**src/rtl/mem_bram_bridge_pkg.sv**
```systemverilog
// rtl/mem_bram_bridge_pkg.sv - shared response-entry layout and latency-pipe stage type
package mem_bram_bridge_pkg;

  // Response entry is {err, data}; errors and write responses carry ERR_DATA.
  localparam int          RSP_DATA_W = 32;
  localparam logic [31:0] ERR_DATA   = 32'h0;

  typedef struct packed {
    logic                  err;
    logic [RSP_DATA_W-1:0] data;
  } rsp_entry_t;

  // One slot of the BRAM latency shift register.
  typedef struct packed {
    logic valid;
    logic is_write;
    logic err;
  } pipe_stage_t;

endpackage

```
**src/rtl/bridge_rsp_fifo.sv**
```systemverilog
// rtl/bridge_rsp_fifo.sv - synchronous first-word-fall-through response FIFO
module bridge_rsp_fifo #(
  parameter int DEPTH = 4,
  parameter int WIDTH = 33
) (
  input  logic             clk,
  input  logic             rstb,
  input  logic             push,
  input  logic [WIDTH-1:0] push_data,
  input  logic             pop,
  output logic [WIDTH-1:0] head_data,
  output logic             empty,
  output logic             full
);

  localparam int AW = $clog2(DEPTH);

  // Extra pointer bit distinguishes full from empty when the indices match.
  logic [WIDTH-1:0] mem [DEPTH];
  logic [AW:0]      wr_ptr;
  logic [AW:0]      rd_ptr;

  assign empty     = (wr_ptr == rd_ptr);
  assign full      = (wr_ptr[AW] != rd_ptr[AW]) && (wr_ptr[AW-1:0] == rd_ptr[AW-1:0]);
  assign head_data = mem[rd_ptr[AW-1:0]];

  // Pointer update; push and pop in the same cycle leave occupancy unchanged.
  always_ff @(posedge clk) begin
    if (rstb) begin
      wr_ptr <= '0;
      rd_ptr <= '0;
    end else begin
      if (push && !full)  wr_ptr <= wr_ptr + 1'b1;
      if (pop  && !empty) rd_ptr <= rd_ptr + 1'b1;
    end
  end

  // Storage write; contents need no reset because the pointers gate visibility.
  always_ff @(posedge clk) begin
    if (push && !full) mem[wr_ptr[AW-1:0]] <= push_data;
  end

endmodule

```
**src/rtl/mem_bram_bridge.sv**
```systemverilog
// rtl/mem_bram_bridge.sv - pipelined OBI-style core-to-BRAM bridge with credit-limited outstanding responses
module mem_bram_bridge
  import mem_bram_bridge_pkg::*;
#(
  parameter int                ADDR_W    = 32,
  parameter int                DATA_W    = 32,
  parameter int                MEM_DEPTH = 4096,
  parameter logic [ADDR_W-1:0] BASE_ADDR = '0,
  parameter int                BRAM_LAT  = 1,
  parameter int                RSP_DEPTH = 4
) (
  input  logic              clk,
  input  logic              rstb,
  input  logic              req_i,
  output logic              gnt_o,
  input  logic [ADDR_W-1:0] addr_i,
  input  logic              we_i,
  input  logic [3:0]        be_i,
  input  logic [DATA_W-1:0] wdata_i,
  output logic              rvalid_o,
  input  logic              rready_i,
  output logic [DATA_W-1:0] rdata_o,
  output logic              err_o,
  output logic              bram_en_o,
  output logic [3:0]        bram_we_o,
  output logic [ADDR_W-1:0] bram_addr_o,
  output logic [DATA_W-1:0] bram_din_o,
  input  logic [DATA_W-1:0] bram_dout_i
);

  localparam int CNT_W = $clog2(RSP_DEPTH + 1);

  logic [CNT_W-1:0]  cnt;
  logic              accept;
  logic              oow;
  logic [ADDR_W-1:0] offset;
  pipe_stage_t       pipe [BRAM_LAT];
  pipe_stage_t       pipe_exit;
  logic              pipe_exit_valid;
  rsp_entry_t        exit_entry;
  rsp_entry_t        head_entry;
  logic [DATA_W:0]   fifo_head;
  logic              fifo_empty;
  logic              fifo_full;
  logic              fifo_push;
  logic              fifo_pop;

  // Credits cover both in-flight pipe slots and FIFO entries, so the FIFO can never overflow.
  assign gnt_o  = req_i && (cnt < CNT_W'(RSP_DEPTH)) && !rstb;
  assign accept = req_i && gnt_o;

  // Address decode: below the base or past the last word is out of window.
  assign offset = addr_i - BASE_ADDR;
  assign oow    = (addr_i < BASE_ADDR) || ((offset >> 2) >= ADDR_W'(MEM_DEPTH));

  assign bram_en_o   = accept && !oow;
  assign bram_we_o   = (bram_en_o && we_i) ? be_i : 4'b0000;
  assign bram_addr_o = offset;
  assign bram_din_o  = wdata_i;

  // Latency pipe: tags each accepted request so its response lines up with bram_dout_i.
  always_ff @(posedge clk) begin
    if (rstb) begin
      for (int i = 0; i < BRAM_LAT; i++) pipe[i] <= '0;
    end else begin
      pipe[0] <= {accept, we_i, oow};
      for (int i = 1; i < BRAM_LAT; i++) pipe[i] <= pipe[i-1];
    end
  end

  assign pipe_exit       = pipe[BRAM_LAT-1];
  assign pipe_exit_valid = pipe_exit.valid;

  // Build the response for the transaction leaving the pipe; only reads carry BRAM data.
  always_comb begin
    exit_entry.err  = pipe_exit.err;
    exit_entry.data = (pipe_exit.err || pipe_exit.is_write) ? ERR_DATA : bram_dout_i;
  end

  // Bypass the FIFO only when it is empty and the core takes the response now.
  assign fifo_push  = pipe_exit_valid && !(fifo_empty && rready_i);
  assign fifo_pop   = !fifo_empty && rready_i;
  assign head_entry = fifo_head;

  bridge_rsp_fifo #(
    .DEPTH (RSP_DEPTH),
    .WIDTH (DATA_W + 1)
  ) u_rsp_fifo (
    .clk       (clk),
    .rstb      (rstb),
    .push      (fifo_push),
    .push_data (exit_entry),
    .pop       (fifo_pop),
    .head_data (fifo_head),
    .empty     (fifo_empty),
    .full      (fifo_full)
  );

  // Response mux: the FIFO head is older than the pipe exit, so it always goes first.
  always_comb begin
    rvalid_o = 1'b0;
    rdata_o  = '0;
    err_o    = 1'b0;
    if (!rstb) begin
      if (!fifo_empty) begin
        rvalid_o = 1'b1;
        rdata_o  = head_entry.data;
        err_o    = head_entry.err;
      end else if (pipe_exit_valid) begin
        rvalid_o = 1'b1;
        rdata_o  = exit_entry.data;
        err_o    = exit_entry.err;
      end
    end
  end

  // Credit counter: one up per accept, one down per response handshake.
  always_ff @(posedge clk) begin
    if (rstb) cnt <= '0;
    else      cnt <= cnt + CNT_W'(accept) - CNT_W'(rvalid_o && rready_i);
  end

endmodule

```
**config.mk**
```make
export PLATFORM = sky130hd
export DESIGN_NAME = mem_bram_bridge
export DESIGN_NICKNAME = d
export VERILOG_FILES = /design/src/rtl/mem_bram_bridge_pkg.sv /design/src/rtl/bridge_rsp_fifo.sv /design/src/rtl/mem_bram_bridge.sv
export SDC_FILE = /design/constraint.sdc
export NUM_CORES = 1
export LEC_CHECK = 0
export CAP_MARGIN = 25
export CORE_MARGIN = 2
export CORE_UTILIZATION = 45
export DETAILED_ROUTE_END_ITERATION = 8
export PLACE_DENSITY = 0.77
export REMOVE_ABC_BUFFERS = 1
export SYNTH_ARGS = -nofsm -noshare
export SYNTH_HDL_FRONTEND = slang
export SYNTH_HIERARCHICAL = 1
export SYNTH_SLANG_ARGS = --single-unit
```
**constraint.sdc**
```tcl
create_clock -name clk -period 4.45 [get_ports clk]
set_clock_uncertainty 0.15 [all_clocks]
set_input_delay 0.6675 -clock clk [delete_from_list [all_inputs] [get_ports clk]]
set_output_delay 0.6675 -clock clk [all_outputs]
set_load 0.03 [all_outputs]
```
==> key figures, run 1 <==
Setup path
  – Startpoint class of the critical path: flip-flop
  – CP Max Fanout: 33
  – Worst EP required: around 3600 ps
  – CP Class: reg2out
  – Crit path capture type: output pin
  – FF-to-FF path depth: 6
  – CP arrival: 3260 ps

Routing
  – DRT iter0 DRCs: ~330
  – Avg WL per Cell: 22.1 µm
  – Vias per std cell: 5.75
  – ANT nets after route: 0
  – Routed WL: about 16,000 µm
  – DR pass1 iterations: 5
  – Via count: 4,112
  – DRC violations left: 0

Global routing
  – GRT overflow: 0
  – Vias in the first global route: 4,230
  – Largest net degree at the start of global routing: 47
  – Initial antenna violation count: 0
  – First-pass GRT wire length: ~24,000 µm
  – Overall routing resource usage: 19.7%

Timing
  – RSZ-0062 raised after global routing: no
  – Slew @ Worst Pin: 966 ps
  – Pins over their slew limit: 0
  – Slew margin rel.: 35.6%
  – Fin Setup TNS: 0 ps
  – Worst setup margin: roughly 370 ps
  – Tcrit/Tclk final: roughly 90%
  – Final Hold Fails: 0
  – FMAX: 245 MHz
  – Final min period: 4080 ps
  – Setup-failing EPs final: 0

Job
  – Max-cap violation count: 0

Layout
  – Reg area: 0.00425 mm²
  – Ratio of cells with drive above 1 in the final layout: between 10% and 20%
  – Final Instance Area: 0.00841 mm²
  – Antenna cell count: 0
  – Synth-to-layout area growth: 21.1%
  – Fillers: 1,180
  – Fin nets: about 630
  – Multi-input logic area: 0.00203 mm²

Clock tree
  – Worst-Skew Late Latency: roughly 410 ps
  – Root Buffer: clkbuf_16
  – H-Tree Depth: 4
  – Clock-pin slew on the worst setup and hold paths: about 60 ps
  – CTS tree: built
  – Clock Path Buffers: 2
  – CTS Sinks: 146
  – Hold buffers post-CTS: 0
  – TritonCTS Buffers: 17

Run status
  – Status: complete, no violations

Power and ir drop
  – Total design power: 4.08 mW
  – Pleak: about 2.7 nW
  – Max IR drop VDD: 0.000307 V
  – Power Density: 486 mW/mm²

Placed design
  – Count of input and output buffers: between 100 and 150
  – Post-DP HPWL: 10,100 µm
  – Placed inst area: 0.00777 mm²
  – Setup WS pre-CTS: 602 ps
  – Routability Congestion: 0.891

Floorplanning
  – Die width: 128 µm
  – DIE HEIGHT: 128 µm
  – Initial Util: a little under half
  – Placement Rows: 45
  – Die area: 0.0164 mm²
  – # IOs: 209
  – Core area: 0.0151 mm²

Yosys
  – Syn Area/Cell: roughly 15 µm²
  – Syn Inst Count: 465
  – Yosys warns: 6
  – Netlist area before placement: a little under 0.007 mm²

Worst hold path
  – WHS Path Cells: 1
  – HP Class: reg2reg
==> worst max-delay path: stages (launching register included) <==
cell	delay, ps
dfxtp_1	400
xnor2_2	430
nand2_1	190
nor2_1	280
and2_1	170
buf_4	370
a32oi_1	180
nor2_1	110
clkdlybuf4s50_1	720
==> state kept, by name, indices dropped and copies added (netlist names), named ones only <==
register	cells
cnt	3
pipe	3
u_rsp_fifo/mem	132
u_rsp_fifo/rd_ptr	3
u_rsp_fifo/wr_ptr	3
==> what timing repair did <==
action                                  CTS  global route
buffers inserted                          0             0
gates resized for setup                   0             2
endpoints found under the setup margin    0            30
==> through the flow <==
| stage | std cells | util, % | hold slack, ps |
|---|---|---|---|
| 2_1_floorplan | 373 | - | 339 |
| 5_1_grt | 715 | 55.5 | 404 |
| 4_1_cts | 715 | 55.4 | 377 |
| 3_3_place_gp | 683 | 51.3 | 366 |
| 3_5_place_dp | 683 | 51.3 | 368 |
| 6_report | 715 | 55.5 | 379 |
==> where the power goes <==
group | total, mW | internal [mW] | switching (mW)
clock | 1.49 | 0.984 | 0.503
sequential | 1.63 | 1.57 | 0.0670
combinational | 0.962 | 0.435 | 0.527
==> cells in the final DEF, fill, tap and decap left out, types with 9 or more instances in the layout <==
master             n
edfxtp_1         132
clkdlybuf4s50_1  112
nor2_1            36
and2_1            34
mux4_2            33
a32oi_1           32
clkbuf_16         17
dfxtp_1           12
inv_1              9
==> layout make-up <==
cell class | count | area share [%]
Tap cell | 188 | 2.80
Multi-Input combinational cell | 217 | 24.2
Clock buffer | 19 | 5.15
Timing Repair Buffer | 122 | 14.6
Clock inverter | 13 | 2.26
Inverter | 10 | 0.447
Sequential cell | 146 | 50.5
==> worst paths after layout <==
path,from,to,slack [ps]
setup / recovery,u_rsp_fifo/rd_ptr[0],rdata_o[13],370
hold reg to reg,cnt[2],pipe[0][2],380
setup reg to reg,u_rsp_fifo/wr_ptr[2],u_rsp_fifo/mem[2][27],1110
hold / removal,cnt[2],pipe[0][2],380
==> metal layers <==
| metal | vias to the layer above | GRT usage [%] | wire (µm) |
|---|---|---|---|
| met5 | - | 2.17 | 0 |
| met4 | 0 | 6.21 | 220 |
| met3 | 21 | 9.68 | 1730 |
| met2 | 225 | 29.9 | 7220 |
| met1 | 2043 | 24.6 | 6620 |
| li1 | 1823 | - | - |
Power figures use the tool's default switching activity.
==> run 2, diff against run 1 <==
--- a/config.mk
+++ b/config.mk
@@ -8,6 +8,7 @@
 export CAP_MARGIN = 25
 export CORE_MARGIN = 2
 export CORE_UTILIZATION = 45
+export CTS_CLUSTER_SIZE = 30
 export DETAILED_ROUTE_END_ITERATION = 8
 export PLACE_DENSITY = 0.77
 export REMOVE_ABC_BUFFERS = 1
==> results of run 2 <==
Final layout, timing and power as in run 1 (identical DEF).
==> RTL edit, RTL diff (settings of run 1) <==
Change the parameter `BRAM_LAT` from 1 to 2.
--- a/src/rtl/mem_bram_bridge.sv
+++ b/src/rtl/mem_bram_bridge.sv
@@ -7,5 +7,5 @@
   parameter int                MEM_DEPTH = 4096,
   parameter logic [ADDR_W-1:0] BASE_ADDR = '0,
-  parameter int                BRAM_LAT  = 1,
+  parameter int                BRAM_LAT  = 2,
   parameter int                RSP_DEPTH = 4
 ) (
Behaviour: not the same (Yosys sat finds a counterexample within 4 cycles, from zero or initial values and one cycle with rstb high).
==> RTL edit against run 1 <==
Area after synthesis increased by 0.68%; sequential cell count increased by 3; largest power group unchanged; via count increased by 2.6%; critical path type unchanged; setup slack got worse by 0.087 ns; highest routed layer is now met5; critical endpoint is now rdata_o[21]; synthesized cell count increased by 1.5%; die area increased by 0.66%; cell area decreased by 0.27%; wire length increased by 2.0%; clock power decreased by 11%; power decreased by 12%.
==> RTL edit: results (changes against run 1) <==
- **count of fill cells added during filler insertion** 1203, was 1180
- **Worst Hold Margin** 0.288 ns, was 0.379 ns
- **cell class contributing the biggest share of worst-path delay** buffers and inverters, unchanged
- **first-pass GRT wire length** 24800 µm, was 23800 µm
- **cells resized by post-CTS repair** 0, unchanged
- **worst-case headroom to the max-slew limit** 35.4%, was 35.6%
- **number of H-tree branching levels** 4, unchanged
- **antenna-violating nets left** 0, unchanged
- **critical path fanouts, max** 22, was 33
- **nets** 635, was 627
- **instance area at placement** 7810 µm², was 7770 µm²
- **total of buffers placed on input and output ports** 116, unchanged
- **length of the first detailed-routing pass in iterations** 5, unchanged
- **share of layout cells above drive strength 1** 15.9%, was 16.1%
- **initial antenna violation count** 0, unchanged
- **Yosys Warn Count** 6, unchanged
- **number of cells after detailed placement** 691, was 683
- **leakage power total** 2.66 nW, was 2.69 nW
- **achievable frequency** 0.240 GHz, was 0.245 GHz
- **vias per inst** 5.84, was 5.75
- **via count of the first global-routing pass** 4353, was 4230
- **number of flip-flops under the largest register name** 132, unchanged
- **slowest cell on the critical path** clkdlybuf4s50_1, unchanged
- **pre-CTS setup slack** 0.556 ns, was 0.602 ns
- **root buf cell** clkbuf_16, unchanged
- **Inserted Diodes** 0, unchanged
- **Largest stage delay, worst path** 0.69 ns, was 0.72 ns
- **TritonCTS Buffers** 17, unchanged
- **drt initial violations** 395, was 327
- **met1 track utilization from global routing** 26.2%, was 24.6%
- **clock network latency to the later pin of the worst-skew pair** 0.41 ns, about the same
- **Setup Fix Bufs, Post-CTS** 0, unchanged
- **vias post-DR** 4219, was 4112
- **Max Buffers Root-to-Sink** 2, unchanged
- **result of the run** complete, no violations, unchanged
- **IR drop worst, VDD** 245 µV, was 307 µV
- **data arrival time of the worst path** 3.35 ns, was 3.26 ns
- **Reg clk slew, reported paths** 0.06 ns, about the same
- **global routing usage on met3** 9.77%, was 9.68%
- **worst reg2reg setup slack** 1.16 ns, was 1.11 ns
- **pin count of the biggest net entering global routing** 34, was 47
- **post-DP HPWL** 10500 µm, was 10100 µm
- **met2 usage** 29.8%, was 29.9%
- **DRT Wirelength** 16100 µm, was 15800 µm
- **classification of the worst-slack hold path** reg2reg, unchanged
- **Tot GR Track Use** 20.1%, was 19.7%
- **number of instances in the synthesized netlist** 472, was 465
- **RePlAce Congestion** 0.886, was 0.891
-- RTL edit: path summary, 6_finish.rpt --
kind | from | endpoint | depth (start not counted)
min | pipe[0][2]$_SDFF_PP0_ | pipe[0][5]$_SDFF_PP0_ | 1
max reg2reg | u_rsp_fifo/wr_ptr[2]$_SDFFE_PP0P_ | u_rsp_fifo/mem[2][3]$_DFFE_PP_ | 6
max | u_rsp_fifo/wr_ptr[2]$_SDFFE_PP0P_ | rdata_o[21] | 7
min reg2reg | pipe[0][2]$_SDFF_PP0_ | pipe[0][5]$_SDFF_PP0_ | 1
-- RTL edit: per-layer routing --
metal,share of wire (%),up-vias
met5,0.53,-
met4,0.96,2
met3,10,17
met2,46,241
met1,42,2112
li1,-,1847
-- RTL edit: power by group --
group / internal (mW) / switching [mW]
combinational: 0.299 / 0.350
sequential: 1.57 / 0.0391
clock: 0.776 / 0.544
total: 2.64 / 0.933
-- RTL edit: final cells by class --
class                   instances  area [µm²]  share of cell area (%)
clock inverters                13         128                    1.52
repair buffers                124        1220                    14.5
multi-input cells             220        2030                    24.2
flip-flops and latches        149        4310                    51.4
well taps                     188         235                    2.81
inverters                      10        37.5                   0.448
clock buffers                  19         433                    5.16
